[config.mk]
export PLATFORM = sky130hd
export DESIGN_NAME = turbo_encoder_flat
export DESIGN_NICKNAME = d
export VERILOG_FILES = /design/src/rtl/turbo_encoder_if.sv /design/src/rtl/turbo_encoder.sv /design/src/flat_wrapper.sv
export SDC_FILE = /design/constraint.sdc
export NUM_CORES = 1
export LEC_CHECK = 0
export CAP_MARGIN = 30
export CORE_MARGIN = 3
export CORE_UTILIZATION = 40
export DETAILED_ROUTE_END_ITERATION = 10
export PLACE_DENSITY_LB_ADDON = 0.08
export SLEW_MARGIN = 20
export SYNTH_ARGS = -nofsm -noshare
export SYNTH_HDL_FRONTEND = slang
export SYNTH_SLANG_ARGS = --single-unit
export TNS_END_PERCENT = 1
[constraint.sdc]
create_clock -name i_clk -period 2.18 [get_ports i_clk]
set_input_delay 0.218 -clock i_clk [delete_from_list [all_inputs] [get_ports i_clk]]
set_output_delay 0.218 -clock i_clk [all_outputs]
set_load 0.01 [all_outputs]
[src/rtl/turbo_encoder_if.sv]
// turbo_encoder_if: handshake bundle linking the bit source, the turbo encoder and the modulator.
interface turbo_encoder_if;
  logic       i_start;
  logic       i_valid;
  logic       i_bit;
  logic       o_ready;
  logic       o_valid;
  logic       i_ready;
  logic [2:0] o_code;
  logic       o_tail;
  logic       o_last;
  logic       o_done;
  modport master (
    output i_start, i_valid, i_bit, i_ready,
    input  o_ready, o_valid, o_code, o_tail, o_last, o_done
  );
  modport slave (
    input  i_start, i_valid, i_bit, i_ready,
    output o_ready, o_valid, o_code, o_tail, o_last, o_done
  );
endinterface

[src/rtl/turbo_encoder.sv]
// turbo_encoder: rate-1/3 turbo encoder with two 13/15 RSC constituents and a
// (P*n+OFF) mod K interleaver; streams {p2,p1,x} beats then 6 termination beats.
module turbo_encoder #(
  parameter int K   = 16,
  parameter int P   = 5,
  parameter int OFF = 3
) (
  input  logic            i_clk,
  input  logic            i_rst_n,
  turbo_encoder_if.slave  bus
);
  localparam int CW = $clog2(K);
  localparam int IW = CW + 1;
  localparam logic [CW-1:0] LAST_N = CW'(K - 1);
  localparam logic [CW-1:0] OFF_N  = CW'(OFF);
  localparam logic [CW-1:0] TWO    = CW'(2);
  localparam logic [IW-1:0] P_W    = IW'(P);
  localparam logic [IW-1:0] K_W    = IW'(K);

  typedef enum logic [2:0] {IDLE, LOAD, ENC, TAIL1, TAIL2} state_t;

  state_t          state_q, state_d;
  logic [CW-1:0]   cnt_q, cnt_d;
  logic [CW-1:0]   idx_q, idx_d;
  logic [2:0]      s1_q, s1_d;
  logic [2:0]      s2_q, s2_d;
  logic [K-1:0]    buf_q, buf_d;
  logic            done_q, done_d;
  logic            u1, u2, a1, a2, p1, p2, fire;
  logic [IW-1:0]   idx_sum, idx_wrap;

  // Outside ENC the feedback bit is fed back as input, which forces a=0 and flushes the trellis.
  assign u1       = (state_q == ENC) ? buf_q[cnt_q] : s1_q[1] ^ s1_q[0];
  assign u2       = (state_q == ENC) ? buf_q[idx_q] : s2_q[1] ^ s2_q[0];
  assign a1       = u1 ^ s1_q[1] ^ s1_q[0];
  assign a2       = u2 ^ s2_q[1] ^ s2_q[0];
  assign p1       = a1 ^ s1_q[2] ^ s1_q[0];
  assign p2       = a2 ^ s2_q[2] ^ s2_q[0];
  assign idx_sum  = {1'b0, idx_q} + P_W;
  assign idx_wrap = idx_sum - K_W;
  assign fire     = bus.o_valid & bus.i_ready;

  assign bus.o_ready = state_q == LOAD;
  assign bus.o_valid = state_q inside {ENC, TAIL1, TAIL2};
  assign bus.o_tail  = state_q inside {TAIL1, TAIL2};
  assign bus.o_last  = (state_q == TAIL2) && (cnt_q == TWO);
  assign bus.o_done  = done_q;
  assign bus.o_code  = (state_q == ENC)   ? {p2, p1, u1} :
                       (state_q == TAIL1) ? {1'b0, p1, u1} :
                       (state_q == TAIL2) ? {p2, 1'b0, u2} : 3'b000;

  always_comb begin
    state_d = state_q;
    cnt_d   = cnt_q;
    idx_d   = idx_q;
    s1_d    = s1_q;
    s2_d    = s2_q;
    buf_d   = buf_q;
    done_d  = 1'b0;
    case (state_q)
      IDLE: if (bus.i_start) begin
        state_d = LOAD;
        cnt_d   = '0;
        s1_d    = '0;
        s2_d    = '0;
      end
      LOAD: if (bus.i_valid) begin
        buf_d[cnt_q] = bus.i_bit;
        cnt_d        = cnt_q + 1'b1;
        if (cnt_q == LAST_N) begin
          state_d = ENC;
          cnt_d   = '0;
          idx_d   = OFF_N;
        end
      end
      ENC: if (fire) begin
        s1_d  = {a1, s1_q[2:1]};
        s2_d  = {a2, s2_q[2:1]};
        cnt_d = cnt_q + 1'b1;
        idx_d = (idx_sum >= K_W) ? idx_wrap[CW-1:0] : idx_sum[CW-1:0];
        if (cnt_q == LAST_N) begin
          state_d = TAIL1;
          cnt_d   = '0;
        end
      end
      TAIL1: if (fire) begin
        s1_d  = {a1, s1_q[2:1]};
        cnt_d = cnt_q + 1'b1;
        if (cnt_q == TWO) begin
          state_d = TAIL2;
          cnt_d   = '0;
        end
      end
      TAIL2: if (fire) begin
        s2_d  = {a2, s2_q[2:1]};
        cnt_d = cnt_q + 1'b1;
        if (cnt_q == TWO) begin
          state_d = IDLE;
          cnt_d   = '0;
          done_d  = 1'b1;
        end
      end
      default: state_d = IDLE;
    endcase
  end

  always_ff @(posedge i_clk or negedge i_rst_n) begin
    if (!i_rst_n) begin
      state_q <= IDLE;
      cnt_q   <= '0;
      idx_q   <= '0;
      s1_q    <= '0;
      s2_q    <= '0;
      buf_q   <= '0;
      done_q  <= 1'b0;
    end else begin
      state_q <= state_d;
      cnt_q   <= cnt_d;
      idx_q   <= idx_d;
      s1_q    <= s1_d;
      s2_q    <= s2_d;
      buf_q   <= buf_d;
      done_q  <= done_d;
    end
  end
endmodule
[src/flat_wrapper.sv]
// flat-port wrapper written by rule: the top's interface ports become plain ports
module turbo_encoder_flat 
#(
  parameter int K   = 16,
  parameter int P   = 5,
  parameter int OFF = 3
)
  (i_clk, i_rst_n, bus_i_start, bus_i_valid, bus_i_bit, bus_i_ready, bus_o_ready, bus_o_valid, bus_o_code, bus_o_tail, bus_o_last, bus_o_done);
  turbo_encoder_if bus_i ();
  input  logic i_clk;
  input  logic i_rst_n;
  input wire logic [$bits(bus_i.i_start)-1:0] bus_i_start;
  input wire logic [$bits(bus_i.i_valid)-1:0] bus_i_valid;
  input wire logic [$bits(bus_i.i_bit)-1:0] bus_i_bit;
  input wire logic [$bits(bus_i.i_ready)-1:0] bus_i_ready;
  output wire logic [$bits(bus_i.o_ready)-1:0] bus_o_ready;
  output wire logic [$bits(bus_i.o_valid)-1:0] bus_o_valid;
  output wire logic [$bits(bus_i.o_code)-1:0] bus_o_code;
  output wire logic [$bits(bus_i.o_tail)-1:0] bus_o_tail;
  output wire logic [$bits(bus_i.o_last)-1:0] bus_o_last;
  output wire logic [$bits(bus_i.o_done)-1:0] bus_o_done;
  assign bus_i.i_start = bus_i_start;
  assign bus_i.i_valid = bus_i_valid;
  assign bus_i.i_bit = bus_i_bit;
  assign bus_i.i_ready = bus_i_ready;
  assign bus_o_ready = bus_i.o_ready;
  assign bus_o_valid = bus_i.o_valid;
  assign bus_o_code = bus_i.o_code;
  assign bus_o_tail = bus_i.o_tail;
  assign bus_o_last = bus_i.o_last;
  assign bus_o_done = bus_i.o_done;
  turbo_encoder #(.K(K), .P(P), .OFF(OFF)) u_core (.i_clk(i_clk), .i_rst_n(i_rst_n), .bus(bus_i));
endmodule
Word level (Yosys, flattened, before mapping). Index checks and enable logic that the tools add are counted.

Flip-flop bits (word level): 34. Input bits: 6. Output and inout port bits: 8. Logic and storage cells: 103.

Add/subtract/negate cells: 3. Order comparisons: 4. Eq/ne operators: 18. Multiplexer cells: 42. Bitwise operators: 11. Reduce and logical (&&, ||, !) cells: 18.

Operators with widths (count): $mux 3 (15); $mux 4 (10); $bwmux 16 (1); $pmux 4 s4 (1); $pmux 3 s5 (1); $ne 2x1->1 const B (7); $pmux 3 s2 (2); $lt 4x5->1 const B (2); $ne 2x2->1 const B (5); $xor 1x1->1 (10); $reduce_and 9->1 (1); $bmux 1 s4 (2); $mux 1 (8); $pmux 4 s2 (1); $reduce_bool 2->1 (4); $eq 3x2->1 const B (2); $reduce_and 3->1 (2); $reduce_or 2->1 (3); $add 4x3->5 const B (1); $ge 5x5->1 const B (1); $reduce_and 5->1 (1); $add 4x1->4 const B (1); $demux 1 s4 (1); $eq 4x2->1 const B (1); other kinds (12) (13).

Depth between registers and ports, before layout. Gate-level depths: netlist (run 1).

Depth after elaboration: 10. Gate-level depth with buffers: 7. Depth with buffers taken out: 6.

Worst setup path before layout (run 1). No wires, ideal clock.

Kind: register to output. From: register u_core.cnt_q[0]. To: output port bus_o_code[1]. Arrival: 1.855 ns. Data required time: 1.962 ns. Slack: 0.107 ns. Stages on the path, launching flop included: 7. Buffers on the path: 1. Cells stage by stage: dfrtp_1 > buf_6 > mux4_2 > mux2i_4 > a2111oi_2 > or3_1 > a21oi_1.

Cells in the longest elaborated chain, start to end: 9.

Ends and longest elaborated chain: start, declared (line turbo_encoder.sv:23) `logic [CW-1:0] cnt_q, cnt_d;`; start signal, assigned (line turbo_encoder.sv:118) `cnt_q <= cnt_d;`; $bmux 1 s4 (*) (line turbo_encoder.sv:33) `assign u1 = (state_q == ENC) ? buf_q[cnt_q] : s1_q[1] ^ s1_q[0];`; $mux 1 (implied by the code) (*) (line turbo_encoder.sv:33); $mux 1 (*) (line turbo_encoder.sv:33); $xor 1x1->1 (*) (2 in series) (line turbo_encoder.sv:35) `assign a1 = u1 ^ s1_q[1] ^ s1_q[0];`; $xor 1x1->1 (*) (2 in series) (line turbo_encoder.sv:37) `assign p1 = a1 ^ s1_q[2] ^ s1_q[0];`; $mux 3 (line turbo_encoder.sv:49) `(state_q == TAIL1) ? {1'b0, p1, u1} :`; $mux 3 (*) (line turbo_encoder.sv:48) `assign bus.o_code = (state_q == ENC) ? {p2, p1, u1} :`; end, declared (line flat_wrapper.sv:18) `output wire logic [$bits(bus_i.o_code)-1:0] bus_o_code;`.

Mark *: on every way between the ends. The rest lies on a longest branch, timed or not. The select of a mux whose other input is x is not followed.

Final worst setup path (run 1). Ends and elaborated chain as after synthesis.

==> flow_metrics.py, run 1 <==
metrics = {
    "place": {
        "place_congestion": 0.827,
        "dp_slack_ns": -0.448,
        "io_buffers": 13,
        "place_hpwl_um": 4140,
    },
    "grt": {
        "grt_use_total_pct": 18.8,
        "grt_pass1_vias": 1798,
        "grt_pass1_wl_um": 9060,
        "antenna_found_initial": 0,
        "grt_max_degree": 35,
        "overflow": 0,
    },
    "die": {
        "die_area_um2": 6390,
        "io_pins": 14,
        "design.core.area_um2": 5200,
        "die_w_um": 79.9,
        "start_util_pct": 42.0,
        "fp.dieH_um": 79.9,
        "row_count": 26,
    },
    "logic_synthesis": {
        "syn_area_per_cell_um2": 10.1,
        "synth_seq_cells": 34,
        "async_flop_share_pct": 100,
        "synth_edf_count": 0,
        "yosysTopAreaCellShare_pct": 38.9,
        "synthXorXnorAreaFrac_pct": 2.80,
        "synth_area_leaders": "dfrtp_1, mux2_2, mux4_2",
        "synth.area.mux_share_pct": 19.8,
        "synth_compound_area_share_pct": 12.1,
        "ys_warn_count": 0,
        "synthAdderAreaFrac_pct": 2.86,
        "synthCells": 216,
        "synth_most_common_cell": "dfrtp_1",
        "yosysTopAreaCell": "dfrtp_1",
        "synth_cell_type_count": 46,
        "syn-num-nets": 227,
        "synth_top_family_by_area": "multiplexers",
        "seq_area_frac_synth_pct": 38.9,
        "ys_top_cells_by_count": "dfrtp_1, nand2_1, mux2_2",
        "syn_area_um2": 2190,
        "yosys.area_share.simple_pct": 19.6,
        "synth_ff_type": "dfrtp_1",
    },
    "cts": {
        "numCtsBuffers": 5,
        "clkTransAtPathRegs_ns": 0.07,
        "cts_buffer_depth": 2,
        "hold_buffers": 0,
        "cts_sinks": 34,
        "clk_latency_ns": 0.29,
        "htree_levels": 2,
        "postCtsSetupBuffers": 0,
        "cts_tree": "done",
        "root_buffer": "clkbuf_8",
    },
    "power_and_ir_drop": {
        "power.density_nw_per_um2": 1500,
        "ir_worst_vdd_v": 0.000726,
        "power_leakage_nw": 1.18,
    },
    "drt": {
        "drt_iter0_drc": 110,
        "drtPass1Iterations": 4,
        "vias": 1715,
        "via_per_inst": 5.33,
        "finalWirelength_um": 5400,
        "wire_per_inst_um": 16.8,
        "drc_errors": 0,
        "final_antenna_net_count": 0,
    },
    "timing": {
        "finalWorstSetupSlack_ns": -0.247,
        "max_freq_mhz": 412,
        "worst_slew_pin_slew_ns": 0.498,
        "rsz0062_at_grt": "yes",
        "fin_crit_sh_pct": 111,
        "relSlewSlack_pct": 66.7,
        "tns_ns": -0.554,
        "skew_ns": 0.00604,
        "hold_viol": 0,
        "finalHoldWorstSlack_ns": 0.341,
        "setup_violations": 3,
        "min_period_ns": 2.43,
        "drv_slew": 0,
    },
    "layout": {
        "layout-drive-gt1-share_pct": 31.3,
        "syn_to_final_growth_pct": 25.5,
        "fin_util_pct": 52.7,
        "nNetsFinal": 262,
        "antenna_cells": 0,
        "nFillCells": 462,
    },
    "setup_path": {
        "critPathKind": "reg2out",
        "crit_path_end_kind": "primary output",
        "reg2reg_from": "u_core.state_q[0]",
        "r2r-end": "u_core.cnt_q[3]",
        "critPathRequiredTime_ns": 1.96,
        "critPathMaxFanout": 5,
        "reg2regPathDepth": 7,
        "startpoint_type": "flip-flop",
        "worstPathArrival_ns": 2.21,
        "r2r_slack_ns": 0.21,
    },
    "status": {
        "outcome": "finished, violations left",
        "violations": "setup timing",
    },
    "worst_hold_path": {
        "worstHoldPathType": "in2async",
    },
    "flow_run": {
        "cap_violations": 0,
    },
}
[layer usage]
metal  global-route usage, %  part of all wire [%]
met2                    31.8                    51
met4                    5.91                   1.5
met3                    4.51                   3.1
met5                       0                     0
met1                    23.4                    44
[how the worst max path moves through the flow]
| stage | start | endpoint | slack (ns) | depth (start not counted) |
|---|---|---|---|---|
| floorplan | u_core.cnt_q[0] | bus_o_code[1] | 0.11 | 6 |
| global placement | u_core.cnt_q[0] | bus_o_code[1] | -0.40 | 6 |
| detailed placement | u_core.cnt_q[0] | bus_o_code[1] | -0.45 | 6 |
| CTS | u_core.cnt_q[0] | bus_o_code[1] | -0.27 | 6 |
| global route | u_core.cnt_q[0] | bus_o_code[1] | -0.34 | 6 |
| finish | u_core.cnt_q[0] | bus_o_code[1] | -0.25 | 6 |
[layout make-up]
class / count / area, um^2 / area share, %
clock buffer: 6 / 82.6 / 3.01
tap: 70 / 87.6 / 3.19
clock inverter: 2 / 60.1 / 2.19
timing repair buffer: 41 / 329 / 12.0
multi-input combinational: 162 / 1310 / 47.6
inverter: 7 / 26.3 / 0.957
sequential: 34 / 853 / 31.1
[logic make-up after synthesis]
kind of cell,after synthesis
and+or+nand+nor,82
AOI/OAI and AO/OA,38
DFF,34
muxes,30
buffers and inverters,20
xor gates and xnor gates,7
adders and majority gates,5
[what timing repair did]
action                                  in CTS  in global routing
endpoints found under the setup margin       6                  4
pin swaps                                    7                  1
resized for setup                           23                  5
[state kept, by name, indices dropped and copies added, names as in the netlist]
register,count
u_core.buf_q,16
u_core.bus.o_done,1
u_core.cnt_q,4
u_core.idx_q,4
u_core.s1_q,3
u_core.s2_q,3
u_core.state_q,3
[per-stage QoR]
step	total power, mW	cells	cell area (um^2)
6_report	4.11	322	2750
3_5_place_dp	3.23	314	2550
4_1_cts	4.09	322	2740
2_1_floorplan	2.47	216	2190
3_3_place_gp	3.13	314	2550
5_1_grt	4.38	322	2750
[power by group]
group | leakage [nW] | switching, mW | internal [mW]
Sequential | 0.433 | 0.281 | 0.884
Combinational | 0.680 | 1.06 | 1.17
Clock | 0.0714 | 0.237 | 0.488
[layout by cell type (no fill, tap or decap), types with 6 or more instances in the layout]
cell,count
mux2_2,16
inv_1,7
o21ai_0,9
nor2_1,12
clkdlybuf4s50_1,7
nand2_1,26
nor2b_1,7
nand2b_1,7
buf_4,26
dfrtp_1,32
mux4_2,8
a21oi_1,7
xnor2_1,6
clkbuf_8,6
[critical path, stage by stage, from the launching register on]
cell and delay, ns:
dfrtp_2 0.45, mux4_2 0.56, mux2i_4 0.22, a2111oi_4 0.10, or3_1 0.33, a21oi_2 0.12
buf_2 0.14
Power figures use the tool's default switching activity.
==> run 2: changes to the inputs <==
CORE_UTILIZATION = 59   (was 40)
MAX_ROUTING_LAYER = met4   (was not set)
==> run 2 against run 1 <==
The flow still finishes with violations (setup timing); final area down 4.6%; cell count down 9.0%; clock skew up 0.0038 ns; combinational power down 4%; critical path depth unchanged; flip-flop and latch count unchanged; sequential power about the same; sequential share of layout area up 1.5 points; hold slack worse by 0.0097 ns; clock power down 38%; global-route usage up 8.5 points; critical path type unchanged.
==> flow_metrics.py, run 2 (synthesis gave the netlist of run 1 again) <==
metrics = {
    "status": {
        "outcome": "finished, violations left",
        "violations": "setup timing",
    },
    "die": {
        "design.core.area_um2": 3440,
        "die_w_um": 66.9,
        "start_util_pct": 63.5,
        "row_count": 21,
        "io_pins": 14,
        "fp.dieH_um": 66.9,
        "die_area_um2": 4470,
    },
    "timing": {
        "min_period_ns": 2.46,
        "skew_ns": 0.00986,
        "rsz0062_at_grt": "yes",
        "setup_violations": 3,
        "relSlewSlack_pct": 69.8,
        "worst_slew_pin_slew_ns": 0.451,
        "finalWorstSetupSlack_ns": -0.277,
        "max_freq_mhz": 407,
        "tns_ns": -0.500,
        "drv_slew": 0,
        "fin_crit_sh_pct": 113,
        "hold_viol": 0,
        "finalHoldWorstSlack_ns": 0.332,
    },
    "power_and_ir_drop": {
        "power.density_nw_per_um2": 1440,
        "finalPower_mw": 3.77,
        "ir_worst_vdd_v": 0.000784,
        "power_leakage_nw": 1.14,
    },
    "cts": {
        "cts_tree": "done",
        "cts_sinks": 34,
        "htree_levels": 2,
        "hold_buffers": 0,
        "clkTransAtPathRegs_ns": 0.08,
        "cts_buffer_depth": 2,
        "clk_latency_ns": 0.29,
        "numCtsBuffers": 5,
        "root_buffer": "clkbuf_8",
    },
    "grt": {
        "antenna_found_initial": 0,
        "grt_pass1_vias": 1833,
        "grt_max_degree": 35,
        "grt_pass1_wl_um": 8740,
        "grt_use_total_pct": 27.3,
        "overflow": 0,
    },
    "drt": {
        "drtPass1Iterations": 4,
        "drc_errors": 0,
        "wire_per_inst_um": 17.7,
        "finalWirelength_um": 5200,
        "via_per_inst": 5.99,
        "vias": 1756,
        "drt_iter0_drc": 202,
        "final_antenna_net_count": 0,
    },
    "place": {
        "place_congestion": 0.910,
        "dp_slack_ns": -0.430,
        "io_buffers": 13,
        "place_hpwl_um": 3690,
    },
    "setup_path": {
        "cpPeakStageDelay_ns": 0.47,
        "critPathKind": "reg2out",
        "crit_path_end_kind": "primary output",
        "cp_slowest_cell": "dfrtp_2",
        "path_cells": "mux4_2, mux2i_4, a221o_2, or3_1, a21oi_2, buf_2",
        "critPathMaxFanout": 5,
        "startpoint_type": "flip-flop",
        "critPathRequiredTime_ns": 1.96,
        "worstPathArrival_ns": 2.24,
    },
    "layout": {
        "seq_area_um2": 853,
        "layout_common_cells": "dfrtp_1, nand2_1, buf_4, mux2_2, nor2_1",
        "final_common_cell": "dfrtp_1",
        "nNetsFinal": 258,
        "reg_top3": "u_core.buf_q: 16 flops, u_core.cnt_q: 4 flops, u_core.idx_q: 4 flops",
        "antenna_cells": 0,
        "layout-drive-gt1-share_pct": 30.4,
        "syn_to_final_growth_pct": 19.7,
        "largest_reg_flops": 16,
        "multi_input_comb_area_um2": 1300,
        "nFillCells": 226,
        "top_register": "u_core.buf_q",
    },
    "flow_run": {
        "cap_violations": 0,
    },
    "worst_hold_path": {
        "worstHoldPathType": "in2async",
    },
}
-- run 2: worst max-delay path, delay by kind of cell (launching register included) --
kind,cells,cell delay (ns)
mux,2,0.50
compound gates,2,0.49
buf+inv,1,0.14
flops,1,0.47
simple gates,1,0.36
-- run 2: final timing paths --
check / start / to / slack [ns] / cells past startpoint
max in group asynchronous: i_rst_n / u_core.cnt_q[0] / 1.50 / 2
min in group i_clk: u_core.s2_q[2] / u_core.s2_q[2] / 0.54 / 1
setup reg to reg: u_core.state_q[1] / u_core.cnt_q[3] / 0.27 / 6
hold reg to reg: u_core.s2_q[2] / u_core.s2_q[2] / 0.54 / 1
hold / removal: i_rst_n / u_core.state_q[2] / 0.33 / 2
setup / recovery: u_core.cnt_q[0] / bus_o_code[1] / -0.28 / 6
-- run 2: per-layer routing --
layer	global-route usage, %	wire length, um	up-vias
met2	42.5	2650	55
met3	7.76	256	18
met1	31.2	2070	858
met5	-	0	-
met4	16.7	226	0
li1	-	-	825
-- run 2: final cells by class --
| type | instances | area share (%) |
|---|---|---|
| multi-input cells | 162 | 49.5 |
| flip-flops and latches | 34 | 32.6 |
| repair buffers | 37 | 11.7 |
| clock buffers | 6 | 2.77 |
| well taps | 46 | 2.20 |
| inverters | 7 | 1.00 |
| clock inverters | 1 | 0.287 |
-- run 2: through the flow --
stage | cells | util (%) | instance area [um^2]
6_report | 293 | 76.1 | 2620
5_1_grt | 293 | 76.1 | 2620
4_1_cts | 293 | 75.4 | 2600
3_5_place_dp | 286 | 72.4 | 2490
3_3_place_gp | 286 | 72.4 | 2490
2_1_floorplan | 216 | - | 2190
-- run 2: what timing repair did --
| action | CTS | global route |
|---|---|---|
| setup buffers | 0 | 0 |
| setup endpoints to repair | 6 | 5 |
| gates resized for setup | 18 | 8 |
| pin swaps | 2 | 2 |
-- run 2: report_power, final --
part | total [mW] | internal [mW] | leakage [nW] | switching [mW]
clock network | 0.450 | 0.219 | 0.0373 | 0.231
logic | 2.14 | 1.12 | 0.668 | 1.02
registers | 1.18 | 0.883 | 0.433 | 0.298
==> run 3: changes to the inputs <==
PLACE_DENSITY = 0.79   (was not set)
PLACE_DENSITY_LB_ADDON = not set   (was 0.08)
==> run 3 against run 2 <==
Sequential share of layout area down 0.35 points; global-route usage up 0.23 points; core utilization up 0.84 points; wire length down 1.8%; via count up 1.6%; combinational power about the same; worst setup slack better by 0.012 ns; total power up 1.8%; critical path depth unchanged; first-iteration DRC count down 32%; the run still ends with setup timing left; final area up 1.1%.
==> flow_metrics.py, run 3 (synthesis gave the netlist of run 1 again) <==
metrics = {
    "timing": {
        "relSlewSlack_pct": 69.3,
        "drv_slew": 0,
        "finalWorstSetupSlack_ns": -0.266,
        "min_period_ns": 2.45,
        "worst_slew_pin_slew_ns": 0.459,
        "setup_violations": 3,
        "tns_ns": -0.525,
        "max_freq_mhz": 409,
        "hold_viol": 0,
        "skew_ns": 0.00831,
        "fin_crit_sh_pct": 112,
        "rsz0062_at_grt": "yes",
    },
    "grt": {
        "grt_use_total_pct": 27.5,
        "overflow": 0,
        "antenna_found_initial": 0,
        "grt_pass1_wl_um": 8800,
        "grt_max_degree": 35,
        "grt_pass1_vias": 1748,
    },
    "cts": {
        "hold_buffers": 0,
        "root_buffer": "clkbuf_8",
        "clkTransAtPathRegs_ns": 0.07,
        "cts_tree": "done",
        "numCtsBuffers": 5,
        "clk_latency_ns": 0.29,
        "htree_levels": 2,
        "cts_sinks": 34,
        "cts_buffer_depth": 2,
    },
    "layout": {
        "final_common_cell": "dfrtp_1",
        "syn_to_final_growth_pct": 21.1,
        "layout-drive-gt1-share_pct": 30.6,
        "reg_top3": "u_core.buf_q: 16 flops, u_core.cnt_q: 4 flops, u_core.idx_q: 4 flops",
        "fin_util_pct": 76.9,
        "nNetsFinal": 258,
        "antenna_cells": 0,
        "layout_common_cells": "dfrtp_1, nand2_1, buf_4, mux2_2, nor2_1",
        "top_register": "u_core.buf_q",
        "largest_reg_flops": 16,
        "final_area_um2": 2650,
    },
    "status": {
        "violations": "setup timing",
        "outcome": "finished, violations left",
    },
    "setup_path": {
        "crit_cells": 6,
        "crit_path_end_kind": "primary output",
        "worstPathArrival_ns": 2.23,
        "path_cells": "mux4_2, mux2i_4, a2111oi_2, or3_1, a21oi_2, buf_2",
        "critPathRequiredTime_ns": 1.96,
        "startpoint_type": "flip-flop",
        "cpPeakStageDelay_ns": 0.55,
        "critPathBufInv": 1,
        "cp_slowest_cell": "mux4_2",
        "critPathMaxFanout": 5,
        "critPathKind": "reg2out",
        "reg2regPathDepth": 6,
        "crit_family": "multiplexers",
    },
    "die": {
        "die_w_um": 66.9,
        "start_util_pct": 63.5,
        "fp.dieH_um": 66.9,
        "row_count": 21,
        "die_area_um2": 4470,
        "io_pins": 14,
        "design.core.area_um2": 3440,
    },
    "power_and_ir_drop": {
        "switchingPower_mw": 1.51,
        "power_leakage_nw": 1.18,
        "clkPwrFrac_pct": 14.1,
        "sw_frac_of_total_pct": 39.4,
        "finalPower_mw": 3.84,
        "combPwrFrac_pct": 55.6,
        "seqPwrFrac_pct": 30.3,
        "ir_worst_vdd_v": 0.000993,
        "power.density_nw_per_um2": 1450,
        "p_int_mw": 2.32,
    },
    "drt": {
        "vias": 1784,
        "drt_iter0_drc": 137,
        "wire_per_inst_um": 17.4,
        "via_per_inst": 6.07,
        "final_antenna_net_count": 0,
        "drc_errors": 0,
        "drtPass1Iterations": 4,
        "finalWirelength_um": 5110,
    },
    "place": {
        "place_congestion": 0.892,
        "io_buffers": 13,
        "dp_slack_ns": -0.458,
        "dpl_cell_area_um2": 2490,
        "place_hpwl_um": 3750,
    },
    "worst_hold_path": {
        "worstHoldPathType": "in2async",
    },
    "flow_run": {
        "cap_violations": 0,
    },
}
-- run 3: worst reg2reg max path, delay by kind of cell (launching register included) --
family / cells / cell delay (ns)
compound gates: 4 / 0.72
buf+inv: 1 / 0.17
flops: 1 / 0.40
simple gates: 1 / 0.45
-- run 3: metal layers --
layer / share of wire, % / vias to the layer above / global-route usage, %
met4: 1.4 / 0 / 8.35
li1: - / 830 / -
met5: 0 / - / -
met3: 5.5 / 10 / 5.90
met2: 51 / 57 / 43.1
met1: 42 / 887 / 36.1
-- run 3: power by group through the flow --
stage / clock [mW] / combinational [mW] / sequential, mW
detailed placement: 0 / 1.97 / 1.16
finish: 0.542 / 2.13 / 1.16
floorplan: 0 / 1.43 / 1.04
CTS: 0.556 / 2.06 / 1.16
global route: 0.581 / 2.31 / 1.20
global placement: 0 / 1.89 / 1.12
-- run 3: worst paths after layout --
| kind | from | end | slack (ns) |
|---|---|---|---|
| hold / removal | i_rst_n | u_core.bus.o_done | 0.34 |
| setup / recovery | u_core.cnt_q[0] | bus_o_code[1] | -0.27 |
| max in group asynchronous | i_rst_n | u_core.idx_q[1] | 1.48 |
| hold reg to reg | u_core.s1_q[0] | u_core.s1_q[0] | 0.55 |
| setup reg to reg | u_core.state_q[0] | u_core.cnt_q[3] | 0.38 |
| min in group i_clk | u_core.s1_q[0] | u_core.s1_q[0] | 0.55 |
-- run 3: layout make-up --
type,instances,area (um^2)
fillers,247,795
flip-flops and latches,34,853
multi-input cells,162,1290
clock buffers,8,110
well taps,46,57.6
inverters,7,26.3
repair buffers,37,307
-- run 3: per-stage QoR --
step	instances	hold WS [ns]
3_3_place_gp	286	0.510
2_1_floorplan	216	-0.0776
4_1_cts	294	0.352
6_report	294	0.343
5_1_grt	294	0.381
3_5_place_dp	286	0.529
-- run 3: what timing repair did --
item	CTS	global route
setup endpoints to repair	6	5
buffers inserted	0	0
endpoints found under the hold margin	0	0
resized for setup	18	7
pin swaps	3	1
